File: src/rtl/tag_fill_ctrl_pkg.sv
// Shared tag-array geometry, block format and controller state encoding for tag_fill_ctrl.
package tag_fill_ctrl_pkg;

  localparam int NUM_ROWS    = 16;
  localparam int ADDR_WIDTH  = 4;
  localparam int NUM_BLOCKS  = 4;
  localparam int BLOCK_WIDTH = 8;
  localparam int ROW_WIDTH   = NUM_BLOCKS * BLOCK_WIDTH;
  localparam int VALID_BIT   = BLOCK_WIDTH - 1;
  localparam int WAY_WIDTH   = 2;

  typedef enum logic [1:0] {
    ST_IDLE  = 2'd0,
    ST_FILL  = 2'd1,
    ST_FLUSH = 2'd2
  } state_t;

  // A valid block carries the tag below the valid bit; fills replicate it into every lane.
  function automatic logic [ROW_WIDTH-1:0] fill_row(input logic [VALID_BIT-1:0] tag);
    return {NUM_BLOCKS{{1'b1, tag}}};
  endfunction

endpackage

File: src/rtl/tag_fill_ctrl_way_rr.sv
// Per-row round-robin victim pointers: combinational read, increment on strobe, clear-all.
module way_rr_table
  import tag_fill_ctrl_pkg::*;
(
  input  logic                  clk,
  input  logic                  arst_n,
  input  logic [ADDR_WIDTH-1:0] rd_addr,
  output logic [WAY_WIDTH-1:0]  way,
  input  logic                  inc,
  input  logic [ADDR_WIDTH-1:0] inc_addr,
  input  logic                  clear
);

  logic [WAY_WIDTH-1:0] ptr [NUM_ROWS];

  // Clear wins over increment so a flush always leaves every row starting at way 0.
  always_ff @(posedge clk or negedge arst_n) begin
    if (!arst_n) begin
      for (int i = 0; i < NUM_ROWS; i++) ptr[i] <= '0;
    end else if (clear) begin
      for (int i = 0; i < NUM_ROWS; i++) ptr[i] <= '0;
    end else if (inc) begin
      ptr[inc_addr] <= ptr[inc_addr] + 1'b1;
    end
  end

  assign way = ptr[rd_addr];

endmodule

File: src/rtl/tag_fill_ctrl.sv
// Tag-array write-side controller: round-robin fills and a sequenced full invalidate.
// Optional TAG_FILL_FLUSH_ON_RESET_EN: run a full flush automatically after reset.
module tag_fill_ctrl #(
  parameter int TAG_WIDTH  = 7,
  parameter int NUM_ROWS   = 16,
  parameter int NUM_BLOCKS = 4
) (
  input  logic                  clk,
  input  logic                  arst_n,
  input  logic                  i_halt,
  input  logic                  i_miss_valid,
  input  logic [3:0]            i_miss_addr,
  input  logic [TAG_WIDTH-1:0]  i_miss_tag,
  output logic                  o_miss_ready,
  input  logic                  i_flush,
  output logic [3:0]            o_w_addr,
  output logic [31:0]           o_w_data,
  output logic [NUM_BLOCKS-1:0] o_w_wmask,
  output logic                  o_w_valid,
  output logic                  o_w_clk_en,
  output logic [1:0]            o_way,
  output logic                  o_done,
  output logic                  o_busy
);
  import tag_fill_ctrl_pkg::*;

  localparam logic [ADDR_WIDTH-1:0] LAST_ROW = ADDR_WIDTH'(NUM_ROWS - 1);

  state_t                  state_q, state_d;
  logic [ADDR_WIDTH-1:0]   row_q, row_d;
  logic                    w_valid_q, w_valid_d;
  logic [ADDR_WIDTH-1:0]   w_addr_q, w_addr_d;
  logic [ROW_WIDTH-1:0]    w_data_q, w_data_d;
  logic [NUM_BLOCKS-1:0]   w_wmask_q, w_wmask_d;
  logic [WAY_WIDTH-1:0]    way_q, way_d;
  logic                    done_q, done_d;
  logic [VALID_BIT-1:0]    tag_ext;
  logic [WAY_WIDTH-1:0]    rr_way;
  logic                    rr_inc, rr_clear;
  logic                    init_pending;

`ifdef TAG_FILL_FLUSH_ON_RESET_EN
  logic init_q;

  // Armed by reset, retired once the flush it requests is under way.
  always_ff @(posedge clk or negedge arst_n) begin
    if (!arst_n)                 init_q <= 1'b1;
    else if (state_q == ST_FLUSH) init_q <= 1'b0;
  end

  assign init_pending = init_q;
`else
  assign init_pending = 1'b0;
`endif

  always_comb begin
    tag_ext = '0;
    tag_ext[TAG_WIDTH-1:0] = i_miss_tag;
  end

  assign o_miss_ready = (state_q == ST_IDLE) & ~i_halt & ~i_flush & ~init_pending;

  way_rr_table u_rr (
    .clk      (clk),
    .arst_n   (arst_n),
    .rd_addr  (i_miss_addr),
    .way      (rr_way),
    .inc      (rr_inc),
    .inc_addr (w_addr_q),
    .clear    (rr_clear)
  );

  // Write-port registers describe the write of the state being entered, so each
  // write appears the cycle after its decision; halt freezes every register.
  always_comb begin
    state_d   = state_q;
    row_d     = row_q;
    w_valid_d = w_valid_q;
    w_addr_d  = w_addr_q;
    w_data_d  = w_data_q;
    w_wmask_d = w_wmask_q;
    way_d     = way_q;
    done_d    = done_q;
    rr_inc    = 1'b0;
    rr_clear  = 1'b0;
    if (!i_halt) begin
      w_valid_d = 1'b0;
      done_d    = 1'b0;
      unique case (state_q)
        ST_IDLE: begin
          if (i_flush || init_pending) begin
            state_d   = ST_FLUSH;
            row_d     = '0;
            w_valid_d = 1'b1;
            w_addr_d  = '0;
            w_data_d  = '0;
            w_wmask_d = '1;
            done_d    = (LAST_ROW == '0);
          end else if (i_miss_valid && o_miss_ready) begin
            state_d   = ST_FILL;
            w_valid_d = 1'b1;
            w_addr_d  = i_miss_addr;
            w_data_d  = fill_row(tag_ext);
            w_wmask_d = '0;
            w_wmask_d[rr_way] = 1'b1;
            way_d     = rr_way;
            done_d    = 1'b1;
          end
        end
        ST_FILL: begin
          rr_inc  = 1'b1;
          state_d = ST_IDLE;
        end
        ST_FLUSH: begin
          rr_clear = 1'b1;
          if (row_q == LAST_ROW) begin
            state_d = ST_IDLE;
          end else begin
            row_d     = row_q + 1'b1;
            w_valid_d = 1'b1;
            w_addr_d  = row_q + 1'b1;
            w_data_d  = '0;
            w_wmask_d = '1;
            done_d    = ((row_q + 1'b1) == LAST_ROW);
          end
        end
        default: state_d = ST_IDLE;
      endcase
    end
  end

  always_ff @(posedge clk or negedge arst_n) begin
    if (!arst_n) begin
      state_q   <= ST_IDLE;
      row_q     <= '0;
      w_valid_q <= 1'b0;
      w_addr_q  <= '0;
      w_data_q  <= '0;
      w_wmask_q <= '0;
      way_q     <= '0;
      done_q    <= 1'b0;
    end else begin
      state_q   <= state_d;
      row_q     <= row_d;
      w_valid_q <= w_valid_d;
      w_addr_q  <= w_addr_d;
      w_data_q  <= w_data_d;
      w_wmask_q <= w_wmask_d;
      way_q     <= way_d;
      done_q    <= done_d;
    end
  end

  assign o_w_valid  = w_valid_q & ~i_halt;
  assign o_w_clk_en = o_w_valid;
  assign o_done     = done_q & ~i_halt;
  assign o_busy     = (state_q != ST_IDLE);
  assign o_w_addr   = w_addr_q;
  assign o_w_data   = w_data_q;
  assign o_w_wmask  = w_wmask_q;
  assign o_way      = way_q;

endmodule

File: config.mk
export PLATFORM = sky130hd
export DESIGN_NAME = tag_fill_ctrl
export DESIGN_NICKNAME = d
export VERILOG_FILES = /design/src/rtl/tag_fill_ctrl_pkg.sv /design/src/rtl/tag_fill_ctrl_way_rr.sv /design/src/rtl/tag_fill_ctrl.sv
export SDC_FILE = /design/constraint.sdc
export NUM_CORES = 1
export LEC_CHECK = 0
export CAP_MARGIN = 20
export CORE_MARGIN = 8
export CORE_UTILIZATION = 25
export DETAILED_ROUTE_END_ITERATION = 10
export PLACE_DENSITY_LB_ADDON = 0.12
export RECOVER_POWER = 100
export SETUP_SLACK_MARGIN = 0.15
export SLEW_MARGIN = 25
export SYNTH_ARGS = -nofsm -noshare
export SYNTH_HDL_FRONTEND = slang
export SYNTH_SLANG_ARGS = --single-unit
File: constraint.sdc
create_clock -name clk -period 5.4 [get_ports clk]
set_input_delay 1.62 -clock clk [delete_from_list [all_inputs] [get_ports clk]]
set_output_delay 1.62 -clock clk [all_outputs]
set_load 0.1 [all_outputs]
==> impl_summary.log <==
[metrics] post-detailed-route DRC marker count: 0
[metrics] clock transition at the registers of the reported paths: around 0.050 ns
[metrics] number of synthesized flops with an enable pin: 0
[metrics] clock latency of the later-clocked register in the worst-skew pair: 0.32 ns
[metrics] die area: roughly 0.017 mm2
[metrics] actual transition at the worst max-transition pin: ~2.2 ns
[metrics] WS Path Type: in -> out
[metrics] Netlist cell types: 43
[metrics] First-pass DRT Iterations: 5
[metrics] highest ir drop seen on vdd: about 0.14 mV
[metrics] failing checks: max-capacitance violations, max-slew violations
[metrics] die height: 130.4 um
[metrics] CP Data Arrival Time: roughly 3.1 ns
[metrics] detailed-route wire length per cell: between 15 and 20 um
[metrics] violation count after the first detailed-route iteration: between 90 and 100
[metrics] Clock Skews: 0.008599 ns
[metrics] Critical-path top delay cell: sky130_fd_sc_hd__dlygate4sd3_1
[metrics] power density cells: approximately 480 mW/mm2
[metrics] sequential fraction of design power: 0.279
[metrics] wire length of the first global-routing pass: around 15 mm
[metrics] critical path's top delay family: buffers and inverters
[metrics] fin crit share: 0.8776
[metrics] number of buffers created by CTS: 9
[metrics] library cell with the highest instance count after synthesis: sky130_fd_sc_hd__dfrtp_1
[metrics] total negative slack: 0 ns
[metrics] post-DP HPWL: just under 7 mm
[metrics] Cell Chain, Critical Path: dlygate4sd3_1 > nor3_1 > buf_12
[metrics] number of nets in the synthesized netlist: 343
[metrics] final wirelength: about 9.3 mm
[metrics] placed cells: 525
[metrics] Final Wtd Congestion: about 0.75
[metrics] number of warnings printed during yosys synthesis: 0
[metrics] maximum buffer depth of the clock tree: 2
[metrics] sequential share of the synthesized area: 0.4433
[metrics] leading post-synthesis cells by instance count: 58 x sky130_fd_sc_hd__dfrtp_1, 52 x sky130_fd_sc_hd__nand2_1, 30 x sky130_fd_sc_hd__o21ai_0
[metrics] I/O pin cnt: 63
[metrics] biggest cell delay along the critical path: 0.75 ns
[metrics] max-slew violations: 40
[metrics] final standard cell count with taps included and fillers excluded: 540
[metrics] worst endpoint required time: 3.78 ns
[metrics] final antenna-violating net count: 0
[metrics] Buffers & Inverters on Critical Path: 2
[metrics] initial antenna violation count: 0
[metrics] setup repair after global routing missed its margin: false
[metrics] flip-flop cell with the highest count after synthesis: sky130_fd_sc_hd__dfrtp_1
[metrics] number of sinks on the clock net: slightly below 60
[metrics] Async SR Flop Fraction: 1.000
[metrics] cell area after technology mapping: approximately 0.0033 mm2
[metrics] Synth area leaders: sky130_fd_sc_hd__dfrtp_1 44%, sky130_fd_sc_hd__mux4_2 7.6%, sky130_fd_sc_hd__buf_4 6.6%
[metrics] combinational cell fraction of total power: 0.424
[metrics] vias after detailed routing: approximately 2,600
[metrics] worst hold slack: ~0.46 ns
[metrics] Sw Pwr: approximately 900 uW
[metrics] crit end category: output pin
[metrics] vias in the first global route: 2,645
[metrics] crit path max fanout: 15
[metrics] clock tree from TritonCTS: done
[metrics] global route overflow: 0
[metrics] Resize count post-CTS: 0
[metrics] average vias per placed instance: 4.765
[metrics] pin count of the biggest net entering global routing: 40
[metrics] CTS root buffer: sky130_fd_sc_hd__clkbuf_16
[metrics] area of the core region: 0.01303 mm2
[metrics] Setup Viol. Count Final: 0
[metrics] static power due to leakage: roughly 0.0018 uW
[metrics] die width: 130.4 um
[metrics] number of endpoints with negative hold slack in the final report: 0
[metrics] total routing usage reported by global routing: 0.1165
[metrics] Final #Nets: about 380
[metrics] clock period minus final worst setup slack: 4.739 ns
[metrics] nature of the critical path startpoint: input port
[metrics] count of hold-fix buffers inserted at cts: 0
[metrics] part of the power in the clock network: 0.297
[metrics] Post CTS Setup Buffer Count: 0
[metrics] Diodes inserted: 0
[metrics] number of standard cells after synthesis: about 330
[metrics] Hold WC Path Type: reg -> reg
[metrics] num rows: 42
[metrics] run status: complete, but fails checks
[metrics] cell taking the most area after synthesis: sky130_fd_sc_hd__dfrtp_1
[metrics] top-area cell type share of the netlist area: 0.4433
[metrics] Mean Syn Cell Area: 10.08 um2
[metrics] FMAX: between 200 and 250 MHz
[metrics] proportion of layout cells with a drive suffix above 1: 0.1071
[metrics] Maximum Capacitance Violations: 1
[metrics] post-synthesis sequential element count: 58
[metrics] Area growth, synth to finish: 26.44%
[metrics] IO buf count: 62
[metrics] internal power contribution: roughly 1100 uW
[metrics] Switching Fraction: 0.4555
[metrics] Initial Util: 0.2512
[metrics] htree depth: 3
[metrics] max-slew headroom at the worst pin: -0.4590
## kinds of logic (layout without fill, tap and decap cells)
| logic type | Yosys count | after routing | share of synthesized area |
|---|---|---|---|
| buffers and inverters | 47 | 86 | 0.09056 |
| flip-flops | 58 | 58 | 0.4433 |
| adder cells (fa/ha/maj) | 2 | 2 | 0.007641 |
| AO/OA/AOI/OAI | 81 | 81 | 0.1628 |
| AND/OR/NAND/NOR | 113 | 113 | 0.1578 |
| XOR/XNOR | 6 | 6 | 0.01605 |
| multiplexers | 18 | 18 | 0.1219 |
## sequential cells by signal, summed over array words and instances, names as in the netlist
name / count
o_w_data: 8
o_way: 2
w_valid_q: 1
state_q: 2
o_w_wmask: 4
o_w_addr: 4
done_q: 1
u_rr.ptr: 32
row_q: 4
## worst min-delay path, cell delays in order (launching register included)
cell,delay [ns]
sky130_fd_sc_hd__dfrtp_1,0.33
sky130_fd_sc_hd__nand2_1,0.05
sky130_fd_sc_hd__nand2_1,0.05
## layer usage
layer / global-route usage / vias to the layer above / wire length [um]
li1: - / 1205 / -
met1: 0.1454 / 1278 / 4180
met2: 0.1877 / 79 / 4381
met3: 0.03084 / 11 / 605
met4: 0.04862 / 0 / 171
met5: 0 / - / 0
## cells in the final DEF (no fill, tap or decap), types with 8 or more instances in the layout
cell	instances
sky130_fd_sc_hd__dfrtp_1	58
sky130_fd_sc_hd__nand2_1	52
sky130_fd_sc_hd__o21ai_0	47
sky130_fd_sc_hd__dlygate4sd3_1	44
sky130_fd_sc_hd__nor2_1	20
sky130_fd_sc_hd__clkdlybuf4s50_1	13
sky130_fd_sc_hd__mux4_2	11
sky130_fd_sc_hd__a22o_1	11
sky130_fd_sc_hd__nor3_1	10
sky130_fd_sc_hd__nand2b_1	9
sky130_fd_sc_hd__clkbuf_16	9
sky130_fd_sc_hd__nand3_1	8
## through the flow
step,setup slack (ns),util,total power [uW],instance area [um2]
floorplan,0.6285,-,1235,3277
global route,0.5570,0.3177,2069,4140
CTS,0.8029,0.3206,2031,4178
global placement,0.8412,0.2971,1438,3872
finish,0.6610,0.3177,1971,4140
detailed placement,0.8078,0.2971,1434,3872
## final cells by class
cell class	count	area (um2)
clock buffer	13	270.3
timing repair buffer	66	631.9
multi-input combinational	220	1513
clock inverter	2	35.03
inverter	5	18.77
sequential	58	1451
tap	176	220.2
fill	1384	8892
## power groups by stage
stage | sequential, uW | combinational, uW | clock [uW]
global route | 561 | 886 | 623
CTS | 554 | 875 | 603
global placement | 562 | 876 | 0
finish | 551 | 836 | 585
floorplan | 725 | 510 | 0
detailed placement | 562 | 872 | 0
## final timing paths
| kind | endpoint | from | slack, ns | cells past startpoint |
|---|---|---|---|---|
| max reg2reg | o_w_wmask[0]$_DFFE_PN0P_ | state_q[1]$_DFFE_PN0P_ | 2.86 | 5 |
| min | o_way[0]$_DFFE_PN0P_ | o_way[0]$_DFFE_PN0P_ | 0.46 | 2 |
| min in group asynchronous | w_valid_q$_DFFE_PN0N_ | arst_n | 1.94 | 1 |
| max in group asynchronous | u_rr.ptr[24]$_DFFE_PN0P_ | arst_n | 1.54 | 2 |
| min reg2reg | o_way[0]$_DFFE_PN0P_ | o_way[0]$_DFFE_PN0P_ | 0.46 | 2 |
| max | o_miss_ready | i_halt | 0.66 | 3 |
(Power assumes the default switching activity.)
